`config.mk`:
```
export PLATFORM = sky130hd
export DESIGN_NAME = mfc_driver
export DESIGN_NICKNAME = d
export VERILOG_FILES = /design/src/rtl/mfc_pkg.sv /design/src/rtl/mfc_driver.sv
export SDC_FILE = /design/constraint.sdc
export NUM_CORES = 1
export LEC_CHECK = 0
export CORE_MARGIN = 5
export CORE_UTILIZATION = 47
export CTS_CLUSTER_SIZE = 25
export DETAILED_ROUTE_END_ITERATION = 8
export GPL_TIMING_DRIVEN = 0
export HOLD_SLACK_MARGIN = 0.1
export PLACE_DENSITY = 0.95
export SLEW_MARGIN = 5
export SYNTH_ARGS = -nofsm -noshare
export SYNTH_HDL_FRONTEND = slang
export SYNTH_SLANG_ARGS = --single-unit
export TNS_END_PERCENT = 20
```
`constraint.sdc`:
```
create_clock -name clk -period 3.6 [get_ports clk]
set_input_delay 0.72 -clock clk [delete_from_list [all_inputs] [get_ports clk]]
set_output_delay 0.72 -clock clk [all_outputs]
set_load 0.02 [all_outputs]
```
`src/rtl/mfc_pkg.sv`:
```
// Shared types for the mfc2 comparator driver: FSM states and the captured result layout.
package mfc_pkg;

    localparam int MFC_WIDTH = 16;

    typedef enum logic [1:0] {
        ST_IDLE   = 2'd0,
        ST_SETTLE = 2'd1,
        ST_HOLD   = 2'd2
    } mfc_state_e;

    typedef struct packed {
        logic                   eq;
        logic                   ae;
        logic                   gt;
        logic [MFC_WIDTH/4-1:0] d;
    } mfc_result_t;

endpackage

```
`src/rtl/mfc_driver.sv`:
```
// Clocked, flow-controlled initiator for a delay-modelled mfc2 compare core:
// accept a pair, hold it on the bus for SETTLE_CYCLES, capture the flags, return them.
module mfc_driver
    import mfc_pkg::*;
#(
    parameter int WIDTH         = MFC_WIDTH,
    parameter int SETTLE_CYCLES = 30,
    parameter int CNT_W         = 16
) (
    input  logic               clk,
    input  logic               rst,
    input  logic               in_valid,
    output logic               in_ready,
    input  logic [WIDTH-1:0]   in_a,
    input  logic [WIDTH-1:0]   in_b,
    output logic [WIDTH-1:0]   cmp_a,
    output logic [WIDTH-1:0]   cmp_b,
    input  logic               cmp_eq,
    input  logic               cmp_ae,
    input  logic               cmp_gt,
    input  logic [WIDTH/4-1:0] cmp_d,
    output logic               out_valid,
    input  logic               out_ready,
    output logic               out_eq,
    output logic               out_ae,
    output logic               out_gt,
    output logic [WIDTH/4-1:0] out_d,
    output logic               busy,
    output logic [CNT_W-1:0]   done_cnt
);

    localparam int DW = WIDTH / 4;
    localparam int SW = (SETTLE_CYCLES > 1) ? $clog2(SETTLE_CYCLES) : 1;
    localparam logic [SW-1:0] SETTLE_LOAD = SW'(SETTLE_CYCLES - 1);

    mfc_state_e       state_q, state_d;
    logic [SW-1:0]    cnt_q, cnt_d;
    logic [WIDTH-1:0] a_q, a_d, b_q, b_d;
    logic             eq_q, eq_d, ae_q, ae_d, gt_q, gt_d;
    logic [DW-1:0]    d_q, d_d;
    logic             vld_q, vld_d;
    logic [CNT_W-1:0] done_q, done_d;

    assign in_ready = (state_q == ST_IDLE) && !rst;

    always_comb begin
        state_d = state_q;
        cnt_d   = cnt_q;
        a_d     = a_q;
        b_d     = b_q;
        eq_d    = eq_q;
        ae_d    = ae_q;
        gt_d    = gt_q;
        d_d     = d_q;
        vld_d   = vld_q;
        done_d  = done_q;
        unique case (state_q)
            ST_IDLE: begin
                if (in_valid && in_ready) begin
                    a_d     = in_a;
                    b_d     = in_b;
                    cnt_d   = SETTLE_LOAD;
                    state_d = ST_SETTLE;
                end
            end
            ST_SETTLE: begin
                // Counter reaching zero marks the last cycle of the settle window.
                if (cnt_q == '0) begin
                    eq_d    = cmp_eq;
                    ae_d    = cmp_ae;
                    gt_d    = cmp_gt;
                    d_d     = cmp_d;
                    vld_d   = 1'b1;
                    state_d = ST_HOLD;
                end else begin
                    cnt_d = cnt_q - 1'b1;
                end
            end
            ST_HOLD: begin
                if (out_ready) begin
                    vld_d   = 1'b0;
                    done_d  = done_q + 1'b1;
                    state_d = ST_IDLE;
                end
            end
            default: state_d = ST_IDLE;
        endcase
    end

    always_ff @(posedge clk or posedge rst) begin
        if (rst) begin
            state_q <= ST_IDLE;
            cnt_q   <= '0;
            a_q     <= '0;
            b_q     <= '0;
            eq_q    <= 1'b0;
            ae_q    <= 1'b0;
            gt_q    <= 1'b0;
            d_q     <= '0;
            vld_q   <= 1'b0;
            done_q  <= '0;
        end else begin
            state_q <= state_d;
            cnt_q   <= cnt_d;
            a_q     <= a_d;
            b_q     <= b_d;
            eq_q    <= eq_d;
            ae_q    <= ae_d;
            gt_q    <= gt_d;
            d_q     <= d_d;
            vld_q   <= vld_d;
            done_q  <= done_d;
        end
    end

    assign cmp_a     = a_q;
    assign cmp_b     = b_q;
    assign out_valid = vld_q;
    assign out_eq    = eq_q;
    assign out_ae    = ae_q;
    assign out_gt    = gt_q;
    assign out_d     = d_q;
    assign busy      = (state_q != ST_IDLE);
    assign done_cnt  = done_q;

endmodule
```
## After elaboration in Yosys (flattened, before gate mapping)

Cells that the tools add are included.

| storage, ports and cells | value |
|---|---|
| output and inout bits | 58 |
| input bits | 43 |
| bits in registers | 63 |

| operators by class | value |
|---|---|
| add/subtract/negate cells | 2 |
| eq/ne operators | 6 |
| multiplexer cells | 10 |
| reduce and logical (&&, ||, !) cells | 14 |

Operators by type and width:

| cell | count |
|---|---|
| $add 16x1->16 const B | 1 |
| $mux 5 | 2 |
| $pmux 5 s2 | 1 |
| $reduce_and 3->1 | 3 |
| $mux 2 | 3 |
| $ne 2x2->1 const B | 3 |
| $pmux 2 s3 | 1 |
| $reduce_and 2->1 | 3 |
| $reduce_bool 2->1 | 3 |
| $logic_not 5->1 | 1 |
| $sub 5x1->5 const B | 1 |
| $eq 2x1->1 const B | 1 |
| $eq 2x2->1 const B | 1 |
| $logic_and 1x1->1 | 2 |
| $logic_not 2->1 | 1 |
| $mux 1 | 2 |
| $ne 2x1->1 const B | 1 |
| $pmux 1 s2 | 1 |
| $logic_not 1->1 | 1 |

## Depth between registers and ports, before layout

Gate-level depths: netlist of the first run.

| depth | value |
|---|---|
| depth in word-level cells | 5 |
| mapped depth | 7 |
| depth with buffers taken out | 6 |

## Least setup slack after synthesis of the first run

OpenSTA, ideal clock, no wires.

| path | value |
|---|---|
| path type | reg2out |
| start | reg state_q[1] |
| end | out in_ready |
| data required time | 2,880 ps |
| stages on the path, launching flop included | 3 |
| buffers on the path | 0 |
| path slack | 1,830 ps |
| data arrival time | 1,050 ps |
| cells stage by stage | dfrtp_1 > or2_4 > nor2_1 |

| between the ends | value |
|---|---|
| longest elaborated chain between the ends | 2 |

Ends and longest elaborated chain:

| item | RTL line | source |
|---|---|---|
| start, declared | mfc_driver.sv:36 | `mfc_state_e state_q, state_d;` |
| start signal, assigned | mfc_driver.sv:103 | `state_q <= state_d;` |
| $logic_not 2->1 | mfc_driver.sv:44 | `assign in_ready = (state_q == ST_IDLE) && !rst;` |
| $logic_and 1x1->1 | mfc_driver.sv:44 |  |
| end, declared | mfc_driver.sv:13 | `output logic in_ready,` |

Every way passes these cells.

## Worst setup path in the final report of the first run

| path | value |
|---|---|
| start | in rst |
| end | out in_ready |

| between the ends | value |
|---|---|
| longest elaborated chain between the ends | 2 |

Ends and longest elaborated chain:

| item | RTL line | source |
|---|---|---|
| start, declared | mfc_driver.sv:11 | `input logic rst,` |
| $logic_not 1->1 (no source line) | -- |  |
| $logic_and 1x1->1 | mfc_driver.sv:44 |  |

Every way passes these cells.

==> results of run 1 <==
[kinds of logic (layout without fill, tap and decap cells)]
family	count (synthesis)	after routing	synth area share [%]
flops	63	63	60.5
simple gates	51	51	12.3
mux	39	39	16.8
xor+xnor	16	16	5.37
compound gates	9	9	1.82
buf+inv	9	126	2.21
fa+ha+maj	2	2	0.960
[power by group]
| part | internal, W | switching (W) |
|---|---|---|
| Sequential | 0.000981 | 0.000165 |
| Clock | 0.000374 | 0.000248 |
| Combinational | 0.000721 | 0.000603 |
[area by class of cell]
cell class	count	area (um2)	share of cell area (%)
tap	72	90.1	2.29
sequential	63	1580	40.1
clock buffer	13	169	4.30
buffer	4	38.8	0.988
clock inverter	3	40.0	1.02
multi-input combinational	117	973	24.8
inverter	5	18.8	0.478
timing repair buffer	101	1020	26.0
[stage by stage]
step	worst slack (ns)	hold WS, ns	std cells
final	0.988	0.466	378
after floorplan	1.31	0.474	189
after CTS	0.984	0.475	378
after global routing	0.969	0.493	378
after detailed placement	0.981	0.463	362
after global placement	0.190	0.463	361
[layer usage]
layer,global-route usage (%),part of all wire (%)
met1,19.5,41
met2,28.8,51
met3,5.20,7.6
met4,7.34,0.65
met5,0,0
[path summary, 6_finish.rpt]
path                         startpoint           end  slack [ns]  cells past startpoint
setup reg to reg             state_q[1]     cmp_b[15]        1.94                      4
hold / removal             done_cnt[15]  done_cnt[15]        0.47                      1
min in group asynchronous           rst      cnt_q[2]        0.80                      2
max in group asynchronous           rst  done_cnt[13]        2.23                      3
setup / recovery                    rst      in_ready        0.99                      3
hold reg to reg            done_cnt[15]  done_cnt[15]        0.47                      1
[cell usage after synthesis (all sizes together)]
| master | instances |
|---|---|
| dfrtp | 63 |
| or3 | 1 |
| a21oi | 3 |
| ha | 2 |
| and3 | 2 |
| nor2 | 9 |
| or2 | 2 |
| xnor2 | 10 |
| nor3 | 3 |
| o21a | 1 |
| nand3 | 6 |
| and2 | 2 |
| nand4 | 4 |
| buf | 4 |
| nor4 | 3 |
| o21ai | 5 |
| xor2 | 6 |
| nand2 | 12 |
| nand3b | 1 |
| inv | 5 |
| nor4b | 2 |
| or4 | 1 |
| mux2 | 39 |
| nand2b | 3 |
[critical path, cell delays in order]
cell and delay [ns]:
clkdlybuf4s50_1 0.45, nor2_1 0.11, clkdlybuf4s50_1 0.61
[state kept, by name, indices dropped and copies added (netlist names)]
| register | cells |
|---|---|
| cmp_b | 16 |
| cnt_q | 5 |
| out_gt | 1 |
| state_q | 2 |
| out_ae | 1 |
| out_valid | 1 |
| out_eq | 1 |
| done_cnt | 16 |
| cmp_a | 16 |
| out_d | 4 |
==> impl_metrics.py, run 1 <==
metrics = {
    "placement": {
        "dp_hpwl_um": 4320,
        "gp_congestion": 0.751,
        "io_buffer_count": 100,
        "dpl_cell_area_um2": 3720,
    },
    "drt": {
        "ant_nets": 0,
        "via_per_inst": 4.93,
        "drt-wirelength-per-cell_um": 14.8,
        "drt_pass1_iterations": 5,
        "drtIter0Drc": 48,
        "via_count": 1863,
        "drc": 0,
        "wl_um": 5580,
    },
    "synth": {
        "yosysUniqueCellTypes": 31,
        "netlist_instances": 189,
        "ys_top_cells_by_area": "dfrtp_1 60%, mux2_2 16%, xnor2_1 3.4%, xor2_1 2.0%, nand2_1 1.7%",
        "yosysTopAreaCellShare_pct": 60.5,
        "synth_area_um2": 2610,
        "syn_avg_cell_area_um2": 13.8,
        "yosysWarnings": 0,
        "yosysSeqAreaShare_pct": 60.5,
        "synth_top_cell_by_area": "dfrtp_1",
        "syn-num-nets": 234,
        "synth.ff_latch_count": 63,
    },
    "sta": {
        "final.setup_skew_ns": 0.00467,
        "slew_violations": 0,
        "fin_crit_sh_pct": 72.5,
        "clock.fmax_mhz": 383,
        "fin_setup_tns_ns": 0,
        "period_minus_slack_ns": 2.61,
        "finalHoldViolCount": 0,
        "worstMarginPinSlew_ns": 0.532,
        "setup_viol": 0,
        "maxSlewHeadroom_pct": 64.5,
        "grt_setup_unrepaired": "false",
    },
    "layout": {
        "final_cell_mix": "100 x clkdlybuf4s50_1, 63 x dfrtp_1, 37 x mux2_2",
        "design_area_um2": 3930,
        "layout_commonest_cell": "clkdlybuf4s50_1",
        "area_growth_pct": 50.6,
        "utilization_pct": 72.2,
        "fin_nets": 346,
        "antennaDiodeCount": 0,
        "drive_gt1_share_pct": 20.9,
        "n_fill_cell": 377,
    },
    "worst_setup_path": {
        "cp.arrival_ns": 1.89,
        "crit_path_start_kind": "input pin",
        "worstPathMaxFanout": 3,
        "crit_required_ns": 2.88,
        "worstSetupPathType": "input pin to output port",
        "worst_setup_path_end_kind": "output port",
    },
    "die": {
        "io_pins": 101,
        "fp.dieH_um": 84.5,
        "dieArea_um2": 7140,
        "core_um2": 5440,
        "initial_utilization_pct": 47.9,
        "rows": 27,
        "die_w_um": 84.5,
    },
    "power_and_ir_drop": {
        "ir_drop_v": 0.000476,
        "power.total_w": 0.00309,
        "p_per_area_nw_per_um2": 787,
        "power_leakage_nw": 1.72,
    },
    "run_status": {
        "status": "complete, no violations",
    },
    "clock_tree": {
        "cts_hold_buf": 0,
        "cts_tree": "done",
        "cts_max_level": 3,
        "root_buffer": "clkbuf_8",
        "cts.clk_slew.worst_paths_ns": 0.06,
        "clk_path_buf_depth": 2,
        "numCtsBuffers": 9,
        "numClockSinks": 63,
        "ctsResizeCount": 0,
        "cts_setup_buffers": 0,
        "clk_latency_ns": 0.33,
    },
    "grt": {
        "grt-ovfl-total": 0,
        "antenna_found_initial": 0,
        "grt_max_degree": 40,
        "grt_pass1_vias": 1939,
        "grt_use_total_pct": 16.8,
        "grt_pass1_wl_um": 9430,
    },
    "flow_run": {
        "cap_violations": 0,
    },
    "worst_hold_path": {
        "hold_class": "register to register",
    },
}
Note: power is estimated with default switching activity, not from simulation.
==> run 2, diff against run 1 <==
- CORE_UTILIZATION: 47 -> 39
- PLACE_DENSITY: 0.95 -> 0.85
- clock period: 3.6 -> 2.4 ns (I/O delays scaled with it)
==> run 2 against run 1 <==
Cell count increased by 1.1%. Power grew 47%. Worst setup slack lost 0.87 ns. Combinational power is 51% higher. Register-to-register slack lost 1.2 ns. Global-route usage down 2.7 points. Clock power up 36%. Die area rose by 18%. Wire length is 2.0% higher. Critical endpoint unchanged. Largest cell class unchanged.
==> impl_metrics.py, run 2 (synthesis gave the netlist of run 1 again) <==
metrics = {
    "die": {
        "die_w_um": 91.8,
        "fp.dieH_um": 91.8,
        "dieArea_um2": 8420,
        "initial_utilization_pct": 40.6,
        "core_um2": 6420,
        "io_pins": 101,
        "rows": 29,
    },
    "drt": {
        "drtIter0Drc": 39,
        "drt-wirelength-per-cell_um": 14.9,
        "via_count": 1854,
        "drc": 0,
        "wl_um": 5690,
        "ant_nets": 0,
        "via_per_inst": 4.85,
        "drt_pass1_iterations": 4,
    },
    "layout": {
        "final_cell_mix": "100 x clkdlybuf4s50_1, 63 x dfrtp_1, 37 x mux2_2",
        "area_growth_pct": 49.7,
        "layout_commonest_cell": "clkdlybuf4s50_1",
        "utilization_pct": 60.8,
        "fin_nets": 346,
        "drive_gt1_share_pct": 20.7,
        "antennaDiodeCount": 0,
    },
    "clock_tree": {
        "numCtsBuffers": 9,
        "cts_hold_buf": 0,
        "ctsResizeCount": 0,
        "cts_setup_buffers": 0,
        "cts.clk_slew.worst_paths_ns": 0.06,
        "clk_latency_ns": 0.32,
        "cts_max_level": 3,
        "root_buffer": "clkbuf_8",
        "cts_tree": "done",
        "numClockSinks": 63,
        "clk_path_buf_depth": 2,
    },
    "grt": {
        "grt_pass1_wl_um": 9730,
        "grt_pass1_vias": 2032,
        "grt-ovfl-total": 0,
        "top_usage_layer": "met2",
        "grt_use_total_pct": 14.1,
        "antenna_found_initial": 0,
        "gr-usage-met1_pct": 16.4,
        "grtUsageMet2_pct": 24.8,
        "grt_max_degree": 33,
        "grtUsageMet3_pct": 4.17,
    },
    "placement": {
        "dp_hpwl_um": 4290,
        "gp_congestion": 0.706,
        "io_buffer_count": 100,
        "dp_slack_ns": 0.278,
    },
    "worst_setup_path": {
        "critPathSlowestCell": "clkdlybuf4s50_1",
        "crit_path_start_kind": "register",
        "cp.arrival_ns": 1.80,
        "crit_chain": "or2_4 > nor2_1 > clkdlybuf4s50_1",
        "worst_setup_path_end_kind": "output port",
        "crit_required_ns": 1.92,
        "worstSetupPathType": "register to output port",
        "worstPathMaxFanout": 8,
        "slowest_delay_ns": 0.61,
    },
    "sta": {
        "fin_crit_sh_pct": 94.9,
        "slew_violations": 0,
        "hold_ws_ns": 0.475,
        "maxSlewHeadroom_pct": 53.9,
        "finalHoldViolCount": 0,
        "final.setup_skew_ns": 0.00833,
        "fin_setup_tns_ns": 0,
        "clock.fmax_mhz": 439,
        "period_minus_slack_ns": 2.28,
        "setup_viol": 0,
        "layout_setup_ws_ns": 0.123,
        "worstMarginPinSlew_ns": 0.690,
        "grt_setup_unrepaired": "false",
    },
    "flow_run": {
        "cap_violations": 0,
    },
    "power_and_ir_drop": {
        "ir_drop_v": 0.000597,
        "p_per_area_nw_per_um2": 1170,
        "power_leakage_nw": 1.71,
    },
    "worst_hold_path": {
        "hold_class": "register to register",
    },
    "run_status": {
        "status": "complete, no violations",
    },
}
## run 2: cell count changes in the layout (fill, tap and decap cells not counted)
cell,change
clkbuf_8,-3
clkinv_2,+2
## run 2: path summary, 6_finish.rpt
path	depth (start not counted)	end	slack, ns	startpoint
hold reg to reg	2	out_valid	0.48	out_valid
setup reg to reg	6	out_d[1]	0.71	cnt_q[0]
min in group asynchronous	2	cmp_a[13]	0.63	rst
setup / recovery	3	in_ready	0.12	state_q[1]
max in group asynchronous	3	cmp_b[12]	1.16	rst
hold / removal	2	out_valid	0.48	out_valid
## run 2: critical path: cells and delay by family (launching register included)
kind                   cells  cell delay (ns)
buffers and inverters      1             0.61
AND/OR/NAND/NOR            2             0.40
flip-flops                 1             0.47
## run 2: stage by stage
stage               cells  total power [W]  cell area (um2)
floorplan             189          0.00278             2610
global placement      366          0.00368             3700
detailed placement    367          0.00376             3720
CTS                   382          0.00463             3900
global route          382          0.00483             3900
finish                382          0.00455             3900
## run 2: power breakdown
group / internal (W) / switching (W) / leakage [nW]
Clock: 0.000467 / 0.000378 / 0.0957
Combinational: 0.00108 / 0.000908 / 0.835
Sequential: 0.00147 / 0.000246 / 0.776
## run 2: layer usage
layer	vias up	share of wire, %
met3	7	7.3
met1	905	40
li1	879	-
met4	0	1.2
met5	-	0
met2	63	52
## run 2: final cells by class
| class | count | area, um2 |
|---|---|---|
| fill | 527 | 2520 |
| clock buffer | 10 | 128 |
| tap | 77 | 96.3 |
| timing repair buffer | 101 | 1020 |
| inverter | 5 | 18.8 |
| multi-input combinational | 117 | 973 |
| buffer | 4 | 38.8 |
| sequential | 63 | 1580 |
| clock inverter | 5 | 50.0 |
